--- src/rtl/pipe_stage_buffer.sv ---
// ---------------------------------------------------------------------------
// pipe_stage_buffer
//
// Elastic inter-stage pipeline buffer. It holds up to DEPTH payload words
// behind a valid/ready handshake, so a downstream stage can stall and the
// hazard logic can squash a stage without losing or duplicating payload.
// One instance sits at each stage boundary (IF/ID, ID/EX, EX/MEM, MEM/WB).
//
// Parameters
//   WIDTH   payload bits per entry (>=1)
//   DEPTH   storage entries (>=1, any value, not only powers of two)
//   CNT_W   occupancy width, derived from DEPTH
//
// Ports
//   clk        rising-edge clock
//   reset      asynchronous active-low reset
//   in_valid   upstream presents payload
//   in_ready   buffer accepts payload this cycle (registered)
//   in_data    upstream payload
//   out_valid  head entry valid (registered)
//   out_ready  downstream consumes the head this cycle
//   out_data   head entry payload (registered, 0 while empty)
//   flush      synchronous squash of all held entries
//   count      current occupancy 0..DEPTH
//   stall_cnt  saturating stall-cycle counter (PIPE_STALL_STATS_EN only)
//
// Configuration macro: PIPE_STALL_STATS_EN adds the stall_cnt port and its
// counter. Without it the port and the counter are not built.
// ---------------------------------------------------------------------------
module pipe_stage_buffer #(
  parameter  int WIDTH = 32,
  parameter  int DEPTH = 2,
  localparam int CNT_W = $clog2(DEPTH + 1)
) (
  input  logic             clk,
  input  logic             reset,
  input  logic             in_valid,
  output logic             in_ready,
  input  logic [WIDTH-1:0] in_data,
  output logic             out_valid,
  input  logic             out_ready,
  output logic [WIDTH-1:0] out_data,
  input  logic             flush,
  output logic [CNT_W-1:0] count
`ifdef PIPE_STALL_STATS_EN
  ,
  output logic [15:0]      stall_cnt
`endif
);

  localparam int              PTR_W    = (DEPTH > 1) ? $clog2(DEPTH) : 1;
  localparam logic [PTR_W-1:0] PTR_LAST = PTR_W'(DEPTH - 1);
  localparam logic [CNT_W-1:0] CNT_FULL = CNT_W'(DEPTH);

  logic [WIDTH-1:0] mem_q [DEPTH];
  logic [PTR_W-1:0] wr_ptr_q, wr_ptr_d;
  logic [PTR_W-1:0] rd_ptr_q, rd_ptr_d;
  logic [CNT_W-1:0] count_q, count_d;
  logic             in_ready_q, in_ready_d;
  logic             out_valid_q, out_valid_d;
  logic [WIDTH-1:0] out_data_q, out_data_d;
  logic             push_s;
  logic             pop_s;

  // Pointer advance with wrap at DEPTH-1 (DEPTH need not be a power of two).
  function automatic logic [PTR_W-1:0] ptr_inc(input logic [PTR_W-1:0] p);
    return (p == PTR_LAST) ? {PTR_W{1'b0}} : p + PTR_W'(1);
  endfunction

  assign push_s = in_valid & in_ready_q;
  assign pop_s  = out_valid_q & out_ready;

  // Next-state for pointers, occupancy and the registered handshake outputs.
  always_comb begin
    wr_ptr_d = wr_ptr_q;
    rd_ptr_d = rd_ptr_q;
    count_d  = count_q;
    if (flush) begin
      // Squash wins over any push or pop in the same cycle.
      wr_ptr_d = {PTR_W{1'b0}};
      rd_ptr_d = {PTR_W{1'b0}};
      count_d  = {CNT_W{1'b0}};
    end else begin
      if (push_s) begin
        wr_ptr_d = ptr_inc(wr_ptr_q);
      end else begin
        wr_ptr_d = wr_ptr_q;
      end
      if (pop_s) begin
        rd_ptr_d = ptr_inc(rd_ptr_q);
      end else begin
        rd_ptr_d = rd_ptr_q;
      end
      case ({push_s, pop_s})
        2'b10:   count_d = count_q + CNT_W'(1);
        2'b01:   count_d = count_q - CNT_W'(1);
        default: count_d = count_q;
      endcase
    end

    in_ready_d  = (count_d != CNT_FULL);
    out_valid_d = (count_d != {CNT_W{1'b0}});

    // The head after this edge may be the word being written right now
    // (push into an empty buffer, or push+pop at occupancy 1); storage
    // does not hold it yet, so forward it into the output register.
    if (count_d == {CNT_W{1'b0}}) begin
      out_data_d = {WIDTH{1'b0}};
    end else if (push_s && (rd_ptr_d == wr_ptr_q)) begin
      out_data_d = in_data;
    end else begin
      out_data_d = mem_q[rd_ptr_d];
    end
  end

  // Control and output registers.
  always_ff @(posedge clk or negedge reset) begin
    if (!reset) begin
      wr_ptr_q    <= {PTR_W{1'b0}};
      rd_ptr_q    <= {PTR_W{1'b0}};
      count_q     <= {CNT_W{1'b0}};
      in_ready_q  <= 1'b1;
      out_valid_q <= 1'b0;
      out_data_q  <= {WIDTH{1'b0}};
    end else begin
      wr_ptr_q    <= wr_ptr_d;
      rd_ptr_q    <= rd_ptr_d;
      count_q     <= count_d;
      in_ready_q  <= in_ready_d;
      out_valid_q <= out_valid_d;
      out_data_q  <= out_data_d;
    end
  end

  // Payload storage; contents are don't-care after reset, so no reset here.
  always_ff @(posedge clk) begin
    if (push_s && !flush) begin
      mem_q[wr_ptr_q] <= in_data;
    end
  end

  assign in_ready  = in_ready_q;
  assign out_valid = out_valid_q;
  assign out_data  = out_data_q;
  assign count     = count_q;

`ifdef PIPE_STALL_STATS_EN
  logic [15:0] stall_cnt_q, stall_cnt_d;

  // Count cycles where the head is offered but not taken; saturate.
  always_comb begin
    if (out_valid_q && !out_ready && (stall_cnt_q != 16'hFFFF)) begin
      stall_cnt_d = stall_cnt_q + 16'd1;
    end else begin
      stall_cnt_d = stall_cnt_q;
    end
  end

  // Stall counter register; flush deliberately leaves it alone.
  always_ff @(posedge clk or negedge reset) begin
    if (!reset) begin
      stall_cnt_q <= 16'd0;
    end else begin
      stall_cnt_q <= stall_cnt_d;
    end
  end

  assign stall_cnt = stall_cnt_q;
`endif

endmodule

--- config.mk ---
export PLATFORM = sky130hd
export DESIGN_NAME = pipe_stage_buffer
export DESIGN_NICKNAME = d
export VERILOG_FILES = /design/src/rtl/pipe_stage_buffer.sv
export SDC_FILE = /design/constraint.sdc
export NUM_CORES = 1
export LEC_CHECK = 0
export CAP_MARGIN = 5
export CORE_ASPECT_RATIO = 0.5
export CORE_UTILIZATION = 45
export CTS_CLUSTER_SIZE = 8
export DETAILED_ROUTE_END_ITERATION = 7
export PLACE_DENSITY = 0.75
export SLEW_MARGIN = 25
export SYNTH_ARGS = -nofsm -noshare
export SYNTH_HDL_FRONTEND = slang
export SYNTH_SLANG_ARGS = --single-unit
export TNS_END_PERCENT = 10
--- constraint.sdc ---
create_clock -name clk -period 6.2 [get_ports clk]
set_clock_uncertainty 0.05 [all_clocks]
set_input_delay 0.93 -clock clk [delete_from_list [all_inputs] [get_ports clk]]
set_output_delay 0.93 -clock clk [all_outputs]
set_load 0.02 [all_outputs]
---- After elaboration in Yosys (flattened, before gate mapping) ----
Memory sizes are Yosys's and may differ from the RTL's.
Index checks and enable logic that the tools add are counted.
word-level totals
  bits in writable memories ............... 64
  logic and storage cells ................. 35
  output and inout bits ................... 36
  register bits ........................... 38
  bits of input ports ..................... 37
  memories kept ........................... 1
memory list
  name   depth  width  read ports  clocked after memory_dff  wr ports  RTL line  text
  mem_q  2      32     1           0                         1         55        logic [WIDTH-1:0] mem_q [DEPTH];
cells by class
  add/sub/neg operators ................... 4
  equal/unequal tests ..................... 4
  reductions and logical operators ........ 6
  bitwise logic cells ..................... 2
  muxes and demuxes ....................... 12
operator list
  operator                                             count
  2-to-1 mux 32 bit                                    2
  2-to-1 mux 1 bit                                     8
  case mux 2 bit (2 select lines)                      1
  nonzero test 2 bit                                   2
  adder 1 bit, second input constant                   2
  adder 2 x 1 -> 2 bit, second input constant          1
  AND 1 bit                                            2
  equality test 2 x 1 -> 1 bit, second input constant  1
  equality test 2 bit, second input constant           1
  logical AND 1 bit                                    2
  logical NOT 2 bit                                    1
  2-to-1 mux 2 bit                                     1
  inequality test 2 bit, second input constant         1
  subtractor 2 x 1 -> 2 bit, second input constant     1
  equality test 1 bit                                  1
  logical NOT 1 bit                                    1

---- Logic depth before layout (Yosys ltp) ----
Gate-level depths: netlist of the first run.
  depth after elaboration ................. 8
  gate-level depth with buffers ........... 7
  gate-level depth less buffers ........... 7

---- Least setup slack after synthesis of the first run ----
No wires, ideal clock.
  path type ............................... input to register
  start point ............................. input flush
  end point ............................... memory mem_q[1][0], enable pin
  library setup time ...................... 468 ps
  setup slack ............................. 2203 ps
  cell stages on the path ................. 2
  data arrival time ....................... 3479 ps
  required time ........................... 5682 ps
  path buffers ............................ 1
  path through ............................ buf_4 -> nor3b_1
on the way
  longest elaborated chain between the ends .. 4
RTL lines
  item                                    RTL line  text
  start, declared                         43        input logic flush,
  logical NOT 1 bit                       137       if (push_s && !flush) begin
  logical AND 1 bit                       137
  2-to-1 mux 1 bit                        137
  2-to-1 mux 1 bit (implied by the code)  138       mem_q[wr_ptr_q] <= in_data;
  end, declared                           55
Every way passes these cells.

---- Worst setup path in the final report of the first run ----
  start point ............................. input flush
  end point ............................... register out_data_q[5], in the netlist out_data[5]
on the way
  longest elaborated chain between the ends .. 5
  elaborated cells on any way between the ends .. 8
  classes of those cells .................. eq/ne: 1; mux: 4; reduce/logical: 2; memory: 1
RTL lines
  item                   RTL line  text
  2-to-1 mux 1 bit       78        if (flush) begin
  equality test 1 bit    109       end else if (push_s && (rd_ptr_d == wr_ptr_q)) begin
  logical AND 1 bit      109
  2-to-1 mux 32 bit      109
  2-to-1 mux 32 bit (*)  107       if (count_d == {CNT_W{1'b0}}) begin
  via out_data_d[5]      61        logic [WIDTH-1:0] out_data_q, out_data_d;
  end signal, assigned   124       out_data_q <= {WIDTH{1'b0}};
  end signal, assigned   131       out_data_q <= out_data_d;
  end, declared          61
Mark *: on every way through the listed nets, which the timed path passes. The rest lies on a longest branch.
A chain may end at the register's enable or synchronous reset.

==> results of run 1 <==
-- stage by stage --
stage	instance area (sq um)	total power, mW	worst slack (ns)	hold WS (ns)
global route	5200	1.88	2.86	0.570
detailed placement	4880	1.24	2.35	0.580
CTS	5190	1.82	2.67	0.596
global placement	4880	1.23	2.44	0.556
finish	5200	1.81	2.96	0.532
floorplan	4030	1.06	2.20	0.496
-- layout by cell type, fill, tap and decap left out, types with 3 or more instances in the layout --
master,instances
clkdlybuf4s50_1,71
dfrtp_1,37
o211a_1,32
clkbuf_16,9
edfxtp_1,64
buf_4,7
mux2i_1,32
clkbuf_1,3
nor2_1,66
-- state kept, by name (all words and copies together), names as in the netlist --
register   count
out_valid      1
out_data      32
wr_ptr_q       1
count          2
in_ready       1
mem_q         64
rd_ptr_q       1
-- worst register-to-register path, delay by kind of cell, from the launching register on --
kind	cells	cell delay, ns
AOI/OAI and AO/OA	2	0.70
and+or+nand+nor	2	0.33
adders and majority gates	1	0.36
buffers and inverters	1	0.40
DFF	1	0.55
-- area by class of cell --
class,instances,area (sq um),share of cell area [%]
well taps,112,140,2.69
flip-flops and latches,102,2870,55.2
clock inverters,4,71.3,1.37
clock buffers,12,236,4.54
repair buffers,79,778,15.0
inverters,3,11.3,0.216
multi-input cells,151,1090,21.0
-- power breakdown --
group          total (mW)  switching [mW]  leakage [nW]  internal (mW)
registers           0.824          0.0241          1.09          0.800
logic               0.409           0.225          1.14          0.183
clock network       0.579           0.226         0.144          0.353
total                1.81           0.476          2.37           1.34
-- synthesized netlist by cell type (2+ instances only) --
cell,n
buf_2,8
clkbuf_1,9
dfrtp_1,37
edfxtp_1,64
inv_1,2
mux2i_1,32
nand2_1,2
nor2_1,66
nor2b_1,2
nor3_1,2
o211a_1,32
xor2_1,2
-- logic make-up after synthesis --
| logic type | Yosys count |
|---|---|
| mux | 34 |
| compound gates | 35 |
| flops | 102 |
| fa+ha+maj | 1 |
| buf+inv | 21 |
| xor+xnor | 3 |
| simple gates | 78 |
-- worst min path at each step --
stage / to / slack (ns) / depth (start not counted)
floorplan: wr_ptr_q / 0.50 / 2
global placement: wr_ptr_q / 0.56 / 2
CTS: wr_ptr_q / 0.60 / 2
detailed placement: wr_ptr_q / 0.58 / 2
global route: out_data[10] / 0.57 / 1
finish: out_data[11] / 0.53 / 1
-- per-layer routing --
metal,vias up,share of wire [%]
met2,60,51
li1,1129,-
met1,1224,43
met4,0,0.99
met3,9,4.9
met5,-,0
==> run_results.csv, run 1 <==
group,metric,value,unit
status,outcome,"finished, final reports clean",
yosys,netlist_top_cells_area,"edfxtp_1 (48%), dfrtp_1 (23%), mux2i_1 (8.0%)",
sta,post-route-period-util,52.2,%
clock_tree,h-tree-depth,3,
grt,grt_busiest_layer,"met2",
grt,first_global_vias,2540,
route,drtIter0Drc,238,
yosys,synth_compound_area_share,8.57,%
route,drc,0,
worst_setup_path,worstPathRequired,6.42,ns
clock_tree,root_buffer,"clkbuf_16",
worst_setup_path,worst_path_most_repeated_cell,"mux2i_4",
route,dr.pass1.iters,4,
yosys,syn_inst,274,
worst_setup_path,worstSetupStartpoint,"flush",
route,routedWlPerCell,17.5,microns
route,vias,2422,
placement,place_congestion,0.721,
grt,grtUsageMet3,4.61,%
yosys,synthesis.nets,312,
grt,globalRouteOverflowTotal,0,
clock_tree,clock-sinks,102,
power_and_ir_drop,vdd_drop_max,0.000156,V
layout,final_cells,463,
yosys,async_flop_share,37.3,%
yosys,synth_top_flop_cell,"edfxtp_1",
worst_setup_path,r2r_end,"out_data[24]",
sta,drv_slew,0,
worst_setup_path,crit_buf_inv,3,
yosys,yosysTopAreaCell,"edfxtp_1",
layout,area_delta_synth_final,29.2,%
yosys,ys_warn_count,0,
worst_setup_path,critical_path.top_delay_family,"buffers and inverters",
clock_tree,numCtsBuffers,9,
clock_tree,path_clk_slew,0.06,ns
layout,antenna_cells,0,
die,die_x,136,microns
yosys,yosysTopAreaCellShare,47.7,%
run,max_cap_violations,0,
grt,use_met1,22.7,%
grt,antenna_found_initial,0,
yosys,synthMuxAreaShare,8.85,%
worst_setup_path,worstSetupPathDepth,7,
yosys,synthAdderAreaFrac,0.311,%
worst_setup_path,r2r_slack,3.75,ns
worst_setup_path,critPathMaxFanout,34,
route,antenna_left,0,
grt,use_met2,32.7,%
clock_tree,clk_path_buf_depth,2,
yosys,synth_xor_area_share,0.652,%
sta,slew_headroom,57.8,%
yosys,synth_top_family_by_area,"multiplexers",
yosys,ys_seq_area_share,71.3,%
grt,grt_pass1_wl,12800,microns
sta,hold_viol,0,
worst_setup_path,cp_data_arrival_time,3.46,ns
clock_tree,cts_tree,"yes",
layout,drive_above_1_share,7.98,%
placement,dp_cells,446,
route,routed_wl,8110,microns
layout,final_util,62.4,%
sta,setup_viol,0,
hold_path,hp-class,"in -> async",
worst_setup_path,crit_path_end_kind,"register",
yosys,yosys.area_share.simple,7.98,%
grt,grt_max_degree,39,
clock_tree,postCtsSetupBuffers,0,
grt,grt_usage,18.6,%
worst_setup_path,r2r-start,"in_ready",
worst_setup_path,worstSetupEndpoint,"out_data[5]",
route,vias_per_cell,5.23,
yosys,synth_enable_flop_cells,64,
sta,timing.setup.tns,0,ns
placement,place_hpwl,4680,microns
sta,worst_pin_slew,0.633,ns
layout,fillers,626,
yosys,synth_area,4030,sq um
worst_setup_path,crit_chain,"clkdlybuf4s50_1 > nor2_1 > mux2i_4 > buf_4 > mux2i_4 > buf_8 > o211a_1",
clock_tree,clock_latency,0.33,ns
yosys,ys_ff_latch,102,
worst_setup_path,ff2ff_path_depth,6,
clock_tree,cts_resized,0,
die,coreArea,8350,sq um
worst_setup_path,critPathSlowestCell,"clkdlybuf4s50_1",
sta,fmax,309,MHz
die,rows,23,
sta,rsz0062_at_grt,"false",
placement,port_buffers,72,
die,io_pins,73,
clock_tree,cts_hold_buf,0,
layout,nets,384,
power_and_ir_drop,powerDensity,348,nW/um^2
yosys,avgSynthCellArea,14.7,sq um
worst_setup_path,crit_type,"in -> reg",
worst_setup_path,slowest_delay,0.72,ns
die,die-area,9360,sq um
worst_setup_path,start_kind,"input pin",
sta,fin_crit,3.24,ns
power_and_ir_drop,leakage,2.37,nW
yosys,synth_cell_types,28,
die,die_h,68.9,microns
die,initial_utilization,48.3,%
(Power assumes the default switching activity.)
==> run 2: changes to the inputs <==
==> constraint.sdc (replaced) <==
create_clock -name clk -period 3.2 [get_ports clk]
set_clock_uncertainty 0.05 [all_clocks]
set_input_delay 0.48 -clock clk [delete_from_list [all_inputs] [get_ports clk]]
set_output_delay 0.48 -clock clk [all_outputs]
set_load 0.02 [all_outputs]
==> run 2 against run 1 <==
Compared with the run above:
- hold slack worse by 0.018 ns
- first-iteration DRC count is 23% lower
- power is 92% higher
- flip-flop and latch count stayed put
- global-route usage is 0.78 points higher
- via count is 0.33% higher
==> run_results.csv, run 2 (synthesis results as in run 1) <==
group,metric,value,unit
worst_setup_path,start_kind,"input pin",
run,max_cap_violations,0,
sta,hold_viol,0,
sta,rsz0062_at_grt,"false",
layout,final_common_cell,"clkdlybuf4s50_1",
status,outcome,"finished, final reports clean",
route,wl_met3,418,microns
power_and_ir_drop,vdd_drop_max,0.000334,V
clock_tree,root_buffer,"clkbuf_16",
route,route.met2.wl,4280,microns
worst_setup_path,crit_type,"in -> reg",
die,initial_utilization,48.3,%
placement,place_hpwl,4930,microns
worst_setup_path,crit_path_end_kind,"register",
clock_tree,h-tree-depth,3,
grt,globalRouteOverflowTotal,0,
placement,place_congestion,0.738,
layout,area_delta_synth_final,29.9,%
layout,drive_above_1_share,9.07,%
grt,grt_usage,19.4,%
die,die-area,9360,sq um
route,drtIter0Drc,183,
sta,slew_headroom,61.2,%
clock_tree,clock-sinks,102,
sta,fmax,412,MHz
route,antenna_left,0,
clock_tree,cts_resized,0,
die,rows,23,
die,die_h,68.9,microns
route,routed.top_layer,"met4",
route,wl_met1,3460,microns
die,io_pins,73,
layout,regMostFlops,"mem_q",
sta,fin_crit,2.43,ns
grt,grt_pass1_wl,13100,microns
worst_setup_path,cp_data_arrival_time,2.66,ns
route,dr.pass1.iters,5,
hold_path,hp-class,"in -> async",
sta,drv_slew,0,
route,vias,2430,
grt,grt_max_degree,39,
clock_tree,cts_tree,"yes",
worst_setup_path,worstPathRequired,3.43,ns
clock_tree,clock_latency,0.34,ns
clock_tree,numCtsBuffers,9,
worst_setup_path,critPathMaxFanout,33,
layout,nets,386,
placement,port_buffers,72,
layout,largest_register_ffs,64,
grt,antenna_found_initial,0,
clock_tree,clk_path_buf_depth,2,
route,drc,0,
clock_tree,path_clk_slew,0.07,ns
power_and_ir_drop,powerDensity,666,nW/um^2
sta,post-route-period-util,75.8,%
die,coreArea,8350,sq um
route,routed_wl,8290,microns
route,vias_per_cell,5.23,
route,routedWlPerCell,17.8,microns
sta,setup_viol,0,
die,die_x,136,microns
layout,final_cell_mix,"clkdlybuf4s50_1 (71), nor2_1 (66), edfxtp_1 (64), dfrtp_1 (37)",
layout,antenna_cells,0,
sta,worst_pin_slew,0.581,ns
grt,first_global_vias,2618,
power_and_ir_drop,leakage,2.39,nW
power_and_ir_drop,fin_total_pwr,3.48,mW
layout,final_util,62.7,%
==> run 2: through the flow <==
| step | TNS (ns) | std cells | setup WS [ns] | area (sq um) | hold slack [ns] |
|---|---|---|---|---|---|
| 3_5_place_dp | 0 | 447 | 0.448 | 4900 | 0.567 |
| 2_1_floorplan | -8.13 | 274 | -0.254 | 4030 | 0.134 |
| 6_report | 0 | 465 | 0.774 | 5230 | 0.514 |
| 4_1_cts | 0 | 463 | 0.803 | 5200 | 0.251 |
| 3_3_place_gp | 0 | 447 | 0.542 | 4900 | 0.556 |
| 5_1_grt | 0 | 465 | 0.663 | 5230 | 0.526 |
==> run 2: critical path, cell delays in order <==
cell             delay [ns]
clkdlybuf4s50_1        0.51
nand2_1                0.17
ha_1                   0.37
nor2b_1                0.19
a221oi_4               0.28
buf_4                  0.41
o211a_1                0.24
==> run 2: cell type report <==
cell class                      instances  area (sq um)
Multi-Input combinational cell        151          1100
Clock buffer                           10           229
Sequential cell                       102          2870
Inverter                                3          11.3
Tap cell                              112           140
Fill cell                             608          3110
Clock inverter                          6          70.1
Timing Repair Buffer                   81           811
==> run 2: routing by layer <==
layer	track usage, %	vias to the layer above
met5	0	-
met4	7.72	0
met3	6.21	13
met2	35.2	67
met1	21.9	1213
li1	-	1137
==> run 2: power breakdown <==
group | internal, mW | switching (mW)
clock network | 0.613 | 0.469
logic | 0.362 | 0.441
registers | 1.55 | 0.0490
total | 2.52 | 0.960
==> run 2: worst paths after layout <==
| path | startpoint | end | slack, ns | depth (start not counted) |
|---|---|---|---|---|
| min | reset | out_data[3] | 0.51 | 2 |
| min in group clk | wr_ptr_q | wr_ptr_q | 0.58 | 2 |
| min reg2reg | wr_ptr_q | wr_ptr_q | 0.58 | 2 |
| max reg2reg | in_ready | out_data[7] | 0.89 | 6 |
| max in group asynchronous | reset | in_ready | 2.07 | 3 |
| max | in_valid | out_data[7] | 0.77 | 7 |
==> run 2: timing repair <==
action,4_1_cts,5_1_grt
buffers inserted,0,0
hold buffers,0,1
endpoints found under the hold margin,0,9
